==> src/rtl/bpf_pkg.sv <==
// Shared types and widths for the BPF packet path: buffer lifecycle states and the
// accepted-length width derived from the packet memory byte address.
package bpf_pkg;

    localparam int unsigned PACKET_BYTE_ADDR_WIDTH = 12;
    localparam int unsigned PLEN_W = PACKET_BYTE_ADDR_WIDTH + 1;

    typedef enum logic [1:0] {
        EMPTY    = 2'd0,
        FILLED   = 2'd1,
        ACCEPTED = 2'd2,
        REJECTED = 2'd3
    } buf_state_t;

endpackage

==> src/rtl/ring_ptr.sv <==
// Modulo-N ring pointer: advances by one on adv and wraps from N-1 back to 0.
module ring_ptr #(
    parameter int unsigned N = 3
) (
    input  logic                 clk,
    input  logic                 rst,
    input  logic                 adv,
    output logic [$clog2(N)-1:0] ptr
);

    localparam int unsigned W = $clog2(N);
    localparam logic [W-1:0] LAST = W'(N - 1);

    logic [W-1:0] ptr_q;

    always_ff @(posedge clk) begin
        if (!rst) begin
            ptr_q <= '0;
        end else if (adv) begin
            ptr_q <= (ptr_q == LAST) ? '0 : ptr_q + W'(1);
        end
    end

    assign ptr = ptr_q;

endmodule

==> src/rtl/packet_buf_ring.sv <==
// N-way packet buffer ring: each buffer cycles snooper fill -> CPU filter -> forwarder drain,
// in strict ring order, with rejected buffers recycled without forwarder involvement.
module packet_buf_ring
    import bpf_pkg::*;
#(
    parameter  int unsigned N_BUFS     = 3,
    parameter  int unsigned PLEN_WIDTH = PLEN_W,
    parameter  int unsigned CNT_WIDTH  = 16,
    localparam int unsigned SELW       = $clog2(N_BUFS)
) (
    input  logic                  clk,
    input  logic                  rst,
    input  logic                  snooper_done,
    output logic                  ready_for_snooper,
    output logic [SELW-1:0]       snooper_sel,
    output logic                  ready_for_cpu,
    output logic [SELW-1:0]       cpu_sel,
    input  logic                  cpu_acc,
    input  logic                  cpu_rej,
    input  logic [PLEN_WIDTH-1:0] cpu_len,
    output logic                  ready_for_forwarder,
    output logic [SELW-1:0]       forwarder_sel,
    output logic [PLEN_WIDTH-1:0] forwarder_len,
    input  logic                  forwarder_done,
    output logic [SELW:0]         occupancy,
    output logic [CNT_WIDTH-1:0]  drop_count,
    output logic [CNT_WIDTH-1:0]  rej_count,
    output logic                  proto_err
);

    buf_state_t            state_q [N_BUFS];
    buf_state_t            state_d [N_BUFS];
    logic [PLEN_WIDTH-1:0] len_q   [N_BUFS];
    logic [PLEN_WIDTH-1:0] len_d   [N_BUFS];

    logic [SELW:0]        occ_q, occ_d;
    logic [CNT_WIDTH-1:0] drop_q, rej_q;
    logic                 proto_q;

    logic [SELW-1:0] sn_ptr, cpu_ptr, fwd_ptr;
    logic            sn_go, drop_ev, cpu_go, rej_ev, fwd_free, fwd_go;

    assign ready_for_snooper   = rst && (state_q[sn_ptr] == EMPTY);
    assign ready_for_cpu       = rst && (state_q[cpu_ptr] == FILLED);
    assign ready_for_forwarder = rst && (state_q[fwd_ptr] == ACCEPTED);

    assign sn_go    = snooper_done && ready_for_snooper;
    assign drop_ev  = snooper_done && !ready_for_snooper;
    assign cpu_go   = (cpu_acc || cpu_rej) && ready_for_cpu;
    // A simultaneous acc+rej resolves to reject.
    assign rej_ev   = cpu_go && cpu_rej;
    assign fwd_free = rst && (state_q[fwd_ptr] == REJECTED);
    assign fwd_go   = fwd_free || (forwarder_done && ready_for_forwarder);

    ring_ptr #(.N(N_BUFS)) u_sn_ptr  (.clk(clk), .rst(rst), .adv(sn_go),  .ptr(sn_ptr));
    ring_ptr #(.N(N_BUFS)) u_cpu_ptr (.clk(clk), .rst(rst), .adv(cpu_go), .ptr(cpu_ptr));
    ring_ptr #(.N(N_BUFS)) u_fwd_ptr (.clk(clk), .rst(rst), .adv(fwd_go), .ptr(fwd_ptr));

    // Agents sharing a buffer index never both act: each one requires a distinct state there.
    always_comb begin
        for (int unsigned i = 0; i < N_BUFS; i++) begin
            state_d[i] = state_q[i];
            len_d[i]   = len_q[i];
        end
        if (sn_go) begin
            state_d[sn_ptr] = FILLED;
        end
        if (cpu_go) begin
            if (cpu_rej) begin
                state_d[cpu_ptr] = REJECTED;
            end else begin
                state_d[cpu_ptr] = ACCEPTED;
                len_d[cpu_ptr]   = cpu_len;
            end
        end
        if (fwd_go) begin
            state_d[fwd_ptr] = EMPTY;
        end
    end

    always_comb begin
        occ_d = occ_q;
        case ({sn_go, fwd_go})
            2'b10:   occ_d = occ_q + (SELW + 1)'(1);
            2'b01:   occ_d = occ_q - (SELW + 1)'(1);
            default: occ_d = occ_q;
        endcase
    end

    always_ff @(posedge clk) begin
        if (!rst) begin
            for (int unsigned i = 0; i < N_BUFS; i++) begin
                state_q[i] <= EMPTY;
                len_q[i]   <= '0;
            end
            occ_q   <= '0;
            drop_q  <= '0;
            rej_q   <= '0;
            proto_q <= 1'b0;
        end else begin
            for (int unsigned i = 0; i < N_BUFS; i++) begin
                state_q[i] <= state_d[i];
                len_q[i]   <= len_d[i];
            end
            occ_q <= occ_d;
            if (drop_ev && (drop_q != '1)) begin
                drop_q <= drop_q + CNT_WIDTH'(1);
            end
            if (rej_ev && (rej_q != '1)) begin
                rej_q <= rej_q + CNT_WIDTH'(1);
            end
            if (cpu_acc && cpu_rej) begin
                proto_q <= 1'b1;
            end
        end
    end

    assign snooper_sel   = sn_ptr;
    assign cpu_sel       = cpu_ptr;
    assign forwarder_sel = fwd_ptr;
    assign forwarder_len = len_q[fwd_ptr];
    assign occupancy     = occ_q;
    assign drop_count    = drop_q;
    assign rej_count     = rej_q;
    assign proto_err     = proto_q;

endmodule

==> config.mk <==
export PLATFORM = sky130hd
export DESIGN_NAME = packet_buf_ring
export DESIGN_NICKNAME = d
export VERILOG_FILES = /design/src/rtl/bpf_pkg.sv /design/src/rtl/ring_ptr.sv /design/src/rtl/packet_buf_ring.sv
export SDC_FILE = /design/constraint.sdc
export NUM_CORES = 1
export LEC_CHECK = 0
export ABC_AREA = 1
export CORE_MARGIN = 2
export CORE_UTILIZATION = 56
export CTS_BUF_LIST = sky130_fd_sc_hd__clkbuf_4
export CTS_CLUSTER_DIAMETER = 40
export DETAILED_ROUTE_END_ITERATION = 10
export PLACE_DENSITY = 0.83
export SLEW_MARGIN = 5
export SYNTH_ARGS = -nofsm -noshare
export SYNTH_HDL_FRONTEND = slang
export SYNTH_SLANG_ARGS = --single-unit
==> constraint.sdc <==
create_clock -name clk -period 2.8 [get_ports clk]
set_input_delay 0.7 -clock clk [delete_from_list [all_inputs] [get_ports clk]]
set_output_delay 0.7 -clock clk [all_outputs]
set_load 0.01 [all_outputs]
==> metrics.md <==
| Metric | Value |
|---|---|
| Crit path buf inv count | 3 |
| Height of the chip | 96.33 um |
| Element type at the critical path start | register |
| Maximum number of pins on one net before global-route repair | 56 |
| Clock-pin slew on the worst setup and hold paths | 140 ps |
| Clock latency on the worst-skew pair | 440 ps |
| Number of register bits inferred by synthesis | 93 |
| CTS root buf | sky130_fd_sc_hd__clkbuf_4 |
| Crit-path slowest cell | sky130_fd_sc_hd__clkdlybuf4s50_1 |
| Sequential cell area fraction in the yosys report | 39.00% |
| Worst min-delay path category | register to register |
| Non-filler instance count after layout | 891 |
| Overall power after layout | 2.430 mW |
| Largest cells by area after synthesis | sky130_fd_sc_hd__dfxtp_1, sky130_fd_sc_hd__nand2_1, sky130_fd_sc_hd__nor2_1 |
| Via-per-instance ratio | 5.242 |
| NumNets Final | 804 |
| Status | finished clean |
| I/O pin cnt | 77 |
| Largest stage delay on the critical path | 540 ps |
| Ordered cell list for the critical path | buf_4, nand2_1, nand3_1, o21ai_0, inv_1, nor2_1, clkdlybuf4s50_1 |
| Post-detailed-placement half-perimeter wirelength | 8048 um |
| Initial core utilization | 57.80% |
| # setup viols final | 0 |
| Final routed wirelength across all metal layers | 11390 um |
| Peak supply drop | 0.2388 mV |
| Clock tree from TritonCTS | built |
| Die X-Extent | 96.33 um |
| Most frequently used cell type in the post-synthesis netlist | sky130_fd_sc_hd__nand2_1 |
| DRC errors left | 0 |
| Timing-limited maximum frequency | 0.3749 GHz |
| Clock buffer count from CTS | 9 |
| Fin util | 69.18% |
| Kind of cell adding the most delay to the critical path | buffers and inverters |
| Share of final-layout standard cells stronger than drive strength 1 | 7.379% |
| Syn_nets | 733 |
| Cts repair resizes | 0 |
| Most frequent cells after synthesis | sky130_fd_sc_hd__nand2_1, sky130_fd_sc_hd__nor2_1, sky130_fd_sc_hd__dfxtp_1 |
| Synth Cell Area | 4773 um^2 |
| Number of warnings printed during yosys synthesis | 0 |
| H-tree level count | 3 |
| Final worst clock skew | 25.14 ps |
| Filler Cell Count | 728 |
| Setup TNS | 0 ps |
| Power per Cell Area | 425.4 nW/um^2 |
| Number of iterations in the first detailed-routing pass | 5 |
| Ys async rst share | 0% |
| Number of hold-slack violations in the final timing report | 0 |
| Number of sinks driven by the clock tree | 93 |
| Layout overhead on the synthesized area | 19.69% |
| Number of buffers inserted by post-CTS setup repair | 0 |
| Count of port buffers added during placement | 76 |
| Maximum count of clock buffers along a single path | 2 |
| Overall die area | 9279 um^2 |
| Vias after detailed routing | 4671 |
| Setup slack after placement | 43.89 ps |
| FF-to-FF setup slack | 380 ps |
| Final-report max-slew violation count | 0 |
| Total placed cells including tap cells | 875 |
| Data required time at the worst endpoint | 2100 ps |
| Post-synth cell types | 34 |
| Capturing element type of the critical path | primary output |
| Post-detailed-route wirelength per cell | 12.78 um |
| Mapped Cells | 710 |
| Total Routing Usage GR | 25.51% |
| Worst path setup slack after routing | 132.9 ps |
| Number of maximum-capacitance constraint violations | 0 |
| Setup repair after global routing missed its margin | false |
| Core Box Area | 8258 um^2 |
| P_leak | 2.249 nW |
| Vias in the first global route | 4271 |
| Number of hold buffers added after CTS | 0 |
| Post-Synthesis Mean Instance Area | 6.723 um^2 |
| Area share of the largest cell type after synthesis | 39.00% |
| Starting DRC count in detailed routing | 172 |
| Crit Path Category | register to primary output |
| Crit path time final | 2667 ps |
| Global-route wire length before repair | 18800 um |
| Worst slew slack as a fraction of its limit | 60.34% |
| Critical path data arrival time | 1970 ps |
| Biggest area consumer among synthesized cells | sky130_fd_sc_hd__dfxtp_1 |
| Initial antenna violation count | 0 |
| Antenna Violating Nets Remaining | 0 |
| Final weighted congestion in routability-driven placement | 0.8832 |
| Largest fanout on the critical path | 9 |
| Slew at the pin with the worst max-slew slack | 594.9 ps |
| Site row count | 33 |
| Prevailing post-synth register cell | sky130_fd_sc_hd__dfxtp_1 |
| Number of enable flip-flop cells after synthesis | 0 |
| Grt total ovfl | 0 |
| Final worst path period share | 95.26% |
| Ant. Diodes | 0 |
[path summary, 6_finish.rpt]
path / endpoint / cells past startpoint / start
worst max-delay path: ready_for_forwarder / 7 / register
worst min-delay path: occupancy[2] / 2 / occupancy[2]
worst min register to register: occupancy[2] / 2 / occupancy[2]
worst max register to register: occupancy[2] / 14 / register
[placed cells by master (no fill, tap or decap), drive strengths merged]
cell type	instances
dfxtp	93
nand2	181
nor3	9
nand3b	2
xor2	9
nor3b	1
nand3	72
bufinv	1
dlymetal6s2s	1
fa	1
nand4	3
clkbuf	9
clkdlybuf4s50	74
o211ai	1
o21ai	10
clkinv	5
a21oi	70
buf	14
xnor2	10
ha	3
inv	64
nor2	152
or2	1
[cell type report]
| cell class | count | area [um^2] | share of cell area, % |
|---|---|---|---|
| flip-flops and latches | 93 | 1862 | 32.59 |
| repair buffers | 89 | 855.8 | 14.98 |
| multi-input cells | 525 | 2496 | 43.69 |
| inverters | 63 | 236.5 | 4.139 |
| clock inverters | 7 | 63.81 | 1.117 |
| well taps | 105 | 131.4 | 2.300 |
| clock buffers | 9 | 67.56 | 1.183 |
[worst min-delay path, delay by kind of cell (launching register included)]
kind / cells / cell delay [ps]
buffers and inverters: 1 / 70
AOI/OAI and AO/OA: 1 / 50
DFF: 1 / 350
[through the flow]
step | hold slack, ps | instance area [um^2]
6_report | 491.8 | 5713
5_1_grt | 508.1 | 5713
4_1_cts | 490.2 | 5710
3_5_place_dp | 471.2 | 5579
3_3_place_gp | 463.0 | 5579
2_1_floorplan | 449.0 | 4773
[power by group]
group	leakage, nW	switching (mW)	internal (mW)	total (mW)
registers	0.751	0.0262	1.35	1.38
logic	1.42	0.195	0.133	0.328
clock network	0.0732	0.452	0.269	0.722
[registers in the layout, indices dropped and copies added, names as in the netlist, named ones only]
signal,cells
proto_err,1
drop_count,16
occupancy,3
state_q,6
u_fwd_ptr.ptr,2
u_cpu_ptr.ptr,2
rej_count,16
len_q,39
u_sn_ptr.ptr,2
[kinds of logic (layout without fill, tap and decap cells)]
group           after synthesis  in the layout  synth area share, %
fa+ha+maj                     4              4                1.206
xor+xnor                     19             19                3.486
compound gates               81             81                8.938
simple gates                421            421                38.66
flops                        93             93                39.00
buf+inv                      92            168                8.703
[routing by layer]
layer | vias to the layer above | part of all wire [%] | GRT usage (%)
li1 | 2375 | - | -
met1 | 2152 | 44 | 31.69
met2 | 123 | 49 | 44.79
met3 | 21 | 5.3 | 3.759
met4 | 0 | 1.9 | 9.155
met5 | - | 0 | 0
(Power assumes the default switching activity.)
